===== config.mk =====
export PLATFORM = sky130hd
export DESIGN_NAME = lane_move_sched
export DESIGN_NICKNAME = d
export VERILOG_FILES = /design/src/rtl/lane_pkg.sv /design/src/rtl/move_fifo.sv /design/src/rtl/lane_move_sched.sv
export SDC_FILE = /design/constraint.sdc
export NUM_CORES = 1
export LEC_CHECK = 0
export CAP_MARGIN = 20
export CELL_PAD_IN_SITES_DETAIL_PLACEMENT = 0
export CELL_PAD_IN_SITES_GLOBAL_PLACEMENT = 1
export CORE_ASPECT_RATIO = 0.75
export CORE_UTILIZATION = 39
export DETAILED_ROUTE_END_ITERATION = 16
export GPL_TIMING_DRIVEN = 0
export PLACE_DENSITY = 0.7
export SLEW_MARGIN = 20
export SYNTH_ARGS = -nofsm -noshare
export SYNTH_HDL_FRONTEND = slang
export SYNTH_SLANG_ARGS = --single-unit

===== constraint.sdc =====
create_clock -name clk -period 2.53 [get_ports clk]
set_input_delay 0.506 -clock clk [delete_from_list [all_inputs] [get_ports clk]]
set_output_delay 0.506 -clock clk [all_outputs]
set_load 0.02 [all_outputs]

===== src/rtl/lane_pkg.sv =====
// rtl/lane_pkg.sv - lane encodings, direction constants, scheduler states and lane-move arithmetic.
package lane_pkg;

  typedef logic [1:0] lane_t;

  localparam lane_t LANE_OFF    = 2'b00;
  localparam lane_t LANE_LEFT   = 2'b01;
  localparam lane_t LANE_MIDDLE = 2'b10;
  localparam lane_t LANE_RIGHT  = 2'b11;

  localparam logic DIR_LEFT  = 1'b0;
  localparam logic DIR_RIGHT = 1'b1;

  typedef enum logic [1:0] {
    ST_OFF  = 2'd0,
    ST_RUN  = 2'd1,
    ST_HOLD = 2'd2
  } sched_state_t;

  // Edge lanes either saturate or wrap to the opposite edge depending on wrap_en.
  function automatic lane_t apply_move(input lane_t cur, input logic dir, input logic wrap_en);
    lane_t nxt;
    nxt = cur;
    case (cur)
      LANE_LEFT:   nxt = (dir == DIR_RIGHT) ? LANE_MIDDLE : (wrap_en ? LANE_RIGHT : LANE_LEFT);
      LANE_MIDDLE: nxt = (dir == DIR_RIGHT) ? LANE_RIGHT : LANE_LEFT;
      LANE_RIGHT:  nxt = (dir == DIR_RIGHT) ? (wrap_en ? LANE_LEFT : LANE_RIGHT) : LANE_MIDDLE;
      default:     nxt = cur;
    endcase
    return nxt;
  endfunction

endpackage


===== src/rtl/move_fifo.sv =====
// rtl/move_fifo.sv - 1-bit-wide synchronous FIFO of pending move directions with flush.
module move_fifo #(
  parameter int DEPTH = 4
) (
  input  logic                     clk,
  input  logic                     rst_n,
  input  logic                     flush_i,
  input  logic                     push_i,
  input  logic                     push_data_i,
  input  logic                     pop_i,
  output logic                     pop_data_o,
  output logic [$clog2(DEPTH):0]   count_o,
  output logic                     full_o
);

  localparam int AW = $clog2(DEPTH);

  logic [DEPTH-1:0] mem_q;
  logic [AW-1:0]    wr_ptr_q, rd_ptr_q;
  logic [AW:0]      count_q;
  logic             do_push, do_pop;

  // A push into a full FIFO still lands when the head leaves in the same cycle.
  assign do_pop  = pop_i && (count_q != '0);
  assign do_push = push_i && (!full_o || do_pop);

  always_ff @(posedge clk or negedge rst_n) begin
    if (!rst_n) begin
      mem_q    <= '0;
      wr_ptr_q <= '0;
      rd_ptr_q <= '0;
      count_q  <= '0;
    end else if (flush_i) begin
      wr_ptr_q <= '0;
      rd_ptr_q <= '0;
      count_q  <= '0;
    end else begin
      if (do_push) begin
        mem_q[wr_ptr_q] <= push_data_i;
        wr_ptr_q        <= wr_ptr_q + 1'b1;
      end
      if (do_pop) begin
        rd_ptr_q <= rd_ptr_q + 1'b1;
      end
      count_q <= count_q + (AW+1)'(do_push) - (AW+1)'(do_pop);
    end
  end

  assign pop_data_o = mem_q[rd_ptr_q];
  assign count_o    = count_q;
  assign full_o     = (count_q == (AW+1)'(DEPTH));

endmodule


===== src/rtl/lane_move_sched.sv =====
// rtl/lane_move_sched.sv - button edge detect, move queue and per-tick lane scheduler.
// Define LANE_WRAP_EN to make edge-lane moves wrap to the opposite lane instead of saturating.
module lane_move_sched
  import lane_pkg::*;
#(
  parameter int QDEPTH     = 4,
  parameter int HOLD_TICKS = 1,
  parameter int CW         = 4
) (
  input  logic                      clk,
  input  logic                      rst_n,
  input  logic                      btn_left,
  input  logic                      btn_right,
  input  logic                      tick,
  input  logic                      game_en,
  output logic [1:0]                lane,
  output logic                      move_valid,
  output logic                      move_dir,
  output logic [$clog2(QDEPTH):0]   q_count,
  output logic                      q_full,
  output logic                      overflow
);

`ifdef LANE_WRAP_EN
  localparam logic WRAP = 1'b1;
`else
  localparam logic WRAP = 1'b0;
`endif

  sched_state_t  state_q, state_d;
  lane_t         lane_q, lane_d, moved_lane;
  logic          left_q, right_q;
  logic          dir_q, dir_d, mv_q, mv_d, ovf_q, ovf_d;
  logic [CW-1:0] cnt_q, cnt_d;
  logic          req_l, req_r, flush, push, pop, head_dir;

  assign req_l = btn_left && !left_q;
  assign req_r = btn_right && !right_q;

  // Dropping game_en flushes in the same cycle so the abort is visible one cycle later.
  assign flush      = (state_q == ST_OFF) || !game_en;
  assign push       = (req_l ^ req_r) && !flush;
  assign pop        = (state_q == ST_RUN) && tick && (q_count != '0) && !flush;
  assign moved_lane = apply_move(lane_q, head_dir, WRAP);

  move_fifo #(.DEPTH(QDEPTH)) u_fifo (
    .clk         (clk),
    .rst_n       (rst_n),
    .flush_i     (flush),
    .push_i      (push),
    .push_data_i (req_r),
    .pop_i       (pop),
    .pop_data_o  (head_dir),
    .count_o     (q_count),
    .full_o      (q_full)
  );

  always_comb begin
    state_d = state_q;
    lane_d  = lane_q;
    dir_d   = dir_q;
    mv_d    = 1'b0;
    cnt_d   = cnt_q;
    ovf_d   = ovf_q || (push && q_full && !pop);
    if (!game_en) begin
      state_d = ST_OFF;
      lane_d  = LANE_OFF;
      cnt_d   = '0;
    end else begin
      case (state_q)
        ST_OFF: begin
          state_d = ST_RUN;
          lane_d  = LANE_MIDDLE;
          ovf_d   = 1'b0;
          cnt_d   = '0;
        end
        ST_RUN: begin
          // A saturated move consumes the entry without pulsing or holding off.
          if (pop && (moved_lane != lane_q)) begin
            lane_d = moved_lane;
            dir_d  = head_dir;
            mv_d   = 1'b1;
            if (HOLD_TICKS > 0) begin
              state_d = ST_HOLD;
              cnt_d   = CW'(HOLD_TICKS);
            end
          end
        end
        ST_HOLD: begin
          if (tick) begin
            if (cnt_q <= CW'(1)) begin
              state_d = ST_RUN;
              cnt_d   = '0;
            end else begin
              cnt_d = cnt_q - CW'(1);
            end
          end
        end
        default: state_d = ST_OFF;
      endcase
    end
  end

  always_ff @(posedge clk or negedge rst_n) begin
    if (!rst_n) begin
      state_q <= ST_OFF;
      lane_q  <= LANE_OFF;
      dir_q   <= DIR_LEFT;
      mv_q    <= 1'b0;
      cnt_q   <= '0;
      ovf_q   <= 1'b0;
      left_q  <= 1'b0;
      right_q <= 1'b0;
    end else begin
      state_q <= state_d;
      lane_q  <= lane_d;
      dir_q   <= dir_d;
      mv_q    <= mv_d;
      cnt_q   <= cnt_d;
      ovf_q   <= ovf_d;
      left_q  <= btn_left;
      right_q <= btn_right;
    end
  end

  assign lane       = lane_q;
  assign move_valid = mv_q;
  assign move_dir   = dir_q;
  assign overflow   = ovf_q;

endmodule


# After elaboration in Yosys (flattened, before gate mapping)
# Index checks and enable logic that the tools add are counted.
# word_totals
word_cells,97
output_inout_bits,9
latchBits,0
ram_bits,0
memories,0
romBits,0
register_bits,24
# op_classes
n_lt_le_gt_ge,4
n_reduce_logical,30
eq_ne,12
n_addsub,5
shift,0
mul,0
bitwise_logic,2
mux,32
div,0
# ops
operator,n
2-bit 2-to-1 mux,12
4-bit 2-to-1 mux,4
1-bit logical AND,12
2-bit one-hot mux with 3 select lines,2
4-bit one-hot mux with 3 select lines,1
3-bit AND reduction,3
1-bit 2-to-1 mux,8
2-bit == test (second input constant),3
1-bit logical NOT,6
2-bit by 3-bit < comparator with 1-bit output (second input constant),2
3-bit != test (second input constant),2
2-bit by 1-bit adder with 2-bit output (second input constant),2
4-bit bitwise mux,1
2-bit by 1-bit == test with 1-bit output (second input constant),2
4-bit by 1-bit <= comparator with 1-bit output (second input constant),1
4-bit by 1-bit != test with 1-bit output (second input constant),1
2-bit one-hot mux with 2 select lines,1
2-bit AND reduction,2
2-bit nonzero test,2
4-bit by 1-bit subtractor with 4-bit output (second input constant),1
3-bit by 1-bit adder with 3-bit output,1
3-bit == test (second input constant),1
1-bit logical OR,3
3-bit 2-to-1 mux,1
11 further kinds,11

# Longest topological paths before layout
# logic_depth
depth_word,10
mapped_depth,12
ltp_nobuf,12

# Hierarchy
# Synthesis repeated with hierarchy kept, for this count alone.
# unflattened
cells_unflattened,136
area_unflattened_um2,1466.4
# by_module_without_submodules
mod,cells_per_inst,instances,area_each_um2
lane_move_sched,80,1,818.3
move_fifo,56,1,648.1

# Worst setup path before layout
# No wires, ideal clock.
# synth_path
path_kind,reg2reg
startpoint,register u_fifo.count_q[1] (netlist: u_fifo.count_o[1])
endpoint,register u_fifo.count_q[2] (netlist: u_fifo.count_o[2])
t_arrival_ns,2.328
path_stages_with_launch,10
slack_ns,0.079
synth_period_minus_slack_ns,2.451
required_time_ns,2.407
path_cell_list,dfrtp_1 > nor3b_1 > a21boi_1 > nor3_2 > ha_1 > inv_1 > fa_1 > xor2_1 > xnor2_1 > nor2_1
# synth_between
elab_cells_between_ends,11
# synth_lines
item,line_no,source
"start, declared",move_fifo.sv:20,logic [AW:0] count_q;
"start signal, assigned",move_fifo.sv:45,count_q <= count_q + (AW+1)'(do_push) - (AW+1)'(do_pop);
3-bit == test,move_fifo.sv:51,assign full_o = (count_q == (AW+1)'(DEPTH));
net q_full,lane_move_sched.sv:20,"output logic q_full,"
1-bit logical NOT,move_fifo.sv:25,assign do_push = push_i && (!full_o || do_pop);
1-bit logical OR,move_fifo.sv:25,
1-bit logical AND,move_fifo.sv:25,
3-bit by 1-bit adder with 3-bit output,move_fifo.sv:45,
3-bit by 1-bit subtractor with 3-bit output,move_fifo.sv:45,
3-bit 2-to-1 mux,move_fifo.sv:33,end else if (flush_i) begin
# The timed path passes the listed nets, and every way through them passes these cells.
# A chain may end at the register's enable or synchronous reset.

# Worst setup path in the final report
# layout_path
startpoint,input btn_right
endpoint,register u_fifo.count_q[2] (netlist: u_fifo.count_o[2])
# layout_between
elab_chain_cells,7
# layout_rtl
item,line_no,source
"start, declared",lane_move_sched.sv:13,"input logic btn_right,"
1-bit logical AND,lane_move_sched.sv:38,assign req_r = btn_right && !right_q;
1-bit bitwise XOR,lane_move_sched.sv:42,assign push = (req_l ^ req_r) && !flush;
1-bit logical AND,lane_move_sched.sv:42,
1-bit logical AND,move_fifo.sv:25,
3-bit by 1-bit adder with 3-bit output,move_fifo.sv:45,
3-bit by 1-bit subtractor with 3-bit output,move_fifo.sv:45,
3-bit 2-to-1 mux,move_fifo.sv:33,
# No other way between the ends.

==> results.cfg <==
[synth]
synth-xor-area-share = 0.0421
synth-simple-area-share = 0.151
synth-compound-area-share = 0.173
yosysWarnings = 0
dominantRegCellSynth = dfrtp_1
ys_types = 42
yosysSeqAreaShare = 0.412
syn_area_um2 = 1460
syn_area_per_cell_um2 = 10.2
synth_edf_count = 0
syn_nets = 161
synthArstFlopShare = 1.00
yosys-top-cells-area = dfrtp_1 (41%), ha_1 (9.4%), nor2_1 (4.1%)
synth_fa_ha_area_frac = 0.108
synth_mux_area_frac = 0.0661
ys_seq_elements = 24
synth_top_family_by_area = compound AO/OA/AOI/OAI gates
synth_area_leader_cell = dfrtp_1
synthCells = 143
synthDominantCellAreaShare = 0.412

[global_routing]
grt_pass1_wl_mm = 5.13
grt_max_degree = 25
grt_use_total = 0.175
first_global_vias = 1090
antenna_found_initial = 0
overflow = 0

[die]
start_util = 0.426
io-pin-count = 15
row_count = 18
die_w_um = 72.6
die-area_um2 = 3990
fp.dieH_um = 54.9
core_um2 = 3420

[power_and_ir_drop]
power.density_nw_per_um2 = 576
ir_drop_mv = 0.210
power_mw = 1.00
p_leak_nw = 0.740

[layout]
mostFrequentLayoutCell = dfrtp_1
final_nets = 182
n_antenna_cell = 0
drive_gt1_frac = 0.173
final_cell_mix = dfrtp_1 (23), nor2_1 (15), inv_1 (14)
regArea_um2 = 602
multi_input_area_um2 = 813
final_cells = 212
area_growth_pct = 19.6
nFillCells = 328

[setup_path]
critical_path.endpoint = u_fifo.count_o[2]
worst_setup_path_end_kind = register
r2r_cells = 12
r2r-end = u_fifo.count_o[2]
cp.arrival_ps = 2590
critPathLaunch = btn_right
crit_type = in2reg
cp.required_ps = 2680
r2r_slack_ps = 140
timing.rr.start = state_q[1]
crit_fanout = 5
critPathLaunchType = primary input

[cts]
clk_path_buf_depth = 2
clk_latency_ps = 260
cts_root_buffer = clkbuf_8
clock_sinks = 24
cts_inserted_buffers = 3
cts_tree = built
path_clk_slew_ps = 80
htreeDepth = 1
postCtsHoldBufs = 0

[drt]
drc = 0
postRouteAntennaNets = 0
vias_per_cell = 5.12
avgRoutedWirePerCell_um = 13.7
wl_mm = 2.91
dr.pass1.iters = 4
drt-initial-drc-count = 113
vias = 1086

[placement]
hpwl_mm = 2.13
port_buffers = 13
placed_cells = 206
gp_congestion = 0.750

[sta]
slew-limit-headroom = 0.588
max_freq_ghz = 0.410
setup-tns-final_ps = 0
final_max_slew_viol_count = 0
fin_crit_ps = 2440
fin_crit_sh = 0.964
setup_violations = 0
fin_skew_ps = 0.888
tightest_slew_ps = 619
hold_violations = 0

[worst_hold_path]
min_path_type = in2async

[status]
outcome = completed

[run]
maxCapViolCount = 0
==> state kept, by name (all words and copies together) (netlist names), 2 cells and up <==
signal,count
cnt_q,4
u_fifo.mem_q,4
u_fifo.count_o,3
lane,2
state_q,2
u_fifo.rd_ptr_q,2
u_fifo.wr_ptr_q,2
==> critical path: stages <==
cell and delay, ps:
clkdlybuf4s50_1 410, and2b_2 230, xnor2_1 180, nor3_4 290, ha_1 190, inv_1 40
fa_1 370, xor2_1 170, xnor2_1 130, nor2_1 50
==> power breakdown <==
part / internal (mW) / total [mW] / switching, mW
registers: 0.410 / 0.441 / 0.0308
clock network: 0.106 / 0.224 / 0.118
logic: 0.142 / 0.339 / 0.196
==> cells in the mapped netlist, types with 2 or more instances <==
library cell   n
nor3_1         3
dfrtp_1       24
inv_1         14
xnor2_1        5
nor2b_1        2
xor2_1         2
buf_2          2
o21ai_0        7
o41ai_1        2
o31ai_1        2
ha_1          11
nor2_1        16
mux2_2         5
nand3_1        2
nand2_1       10
mux2i_1        4
o221ai_1       2
a21oi_1        4
nand2b_1       3
==> final cells by class <==
type                    count  area share
plain buffers               3      0.0122
clock buffers               3      0.0237
inverters                  14      0.0302
multi-input cells         102       0.467
flip-flops and latches     24       0.345
well taps                  50      0.0359
repair buffers             16      0.0861
==> through the flow <==
| stage | cell area, um2 | hold slack, ps | util | worst slack [ps] |
|---|---|---|---|---|
| 3_5_place_dp | 1650 | 493 | 0.482 | -390 |
| 5_1_grt | 1740 | 256 | 0.509 | -11.5 |
| 6_report | 1740 | 213 | 0.509 | 91.5 |
| 2_1_floorplan | 1460 | 210 | - | 78.7 |
| 4_1_cts | 1710 | 513 | 0.499 | 1.88 |
| 3_3_place_gp | 1650 | 491 | 0.482 | -362 |
==> layer usage <==
metal / wire (um) / global-route usage / vias to the layer above / share of wire
met3: 125 / 0.0435 / 2 / 0.043
met4: 14 / 0.0392 / 0 / 0.0048
met1: 1560 / 0.251 / 516 / 0.54
met2: 1210 / 0.268 / 26 / 0.42
li1: - / - / 542 / -
met5: 0 / 0 / - / 0
==> logic make-up after synthesis <==
| group | after synthesis |
|---|---|
| muxes | 9 |
| AOI/OAI and AO/OA | 31 |
| buffers and inverters | 17 |
| DFF | 24 |
| and+or+nand+nor | 43 |
| xor gates and xnor gates | 7 |
| adders and majority gates | 12 |
==> worst min path at each step <==
stage	from	to	slack (ps)	cells after the start
final	rst_n	lane[0]	210	1
after global routing	rst_n	u_fifo.rd_ptr_q[0]	260	1
after CTS	cnt_q[1]	cnt_q[1]	510	2
after detailed placement	cnt_q[1]	cnt_q[1]	490	2
after global placement	u_fifo.mem_q[1]	u_fifo.mem_q[1]	490	1
after floorplan	rst_n	cnt_q[0]	210	0
==> repair_timing <==
action,CTS,global route
pin swaps,1,1
setup buffers,1,2
setup endpoints to repair,1,1
gates resized for setup,2,7
Note: power is estimated with default switching activity, not from simulation.
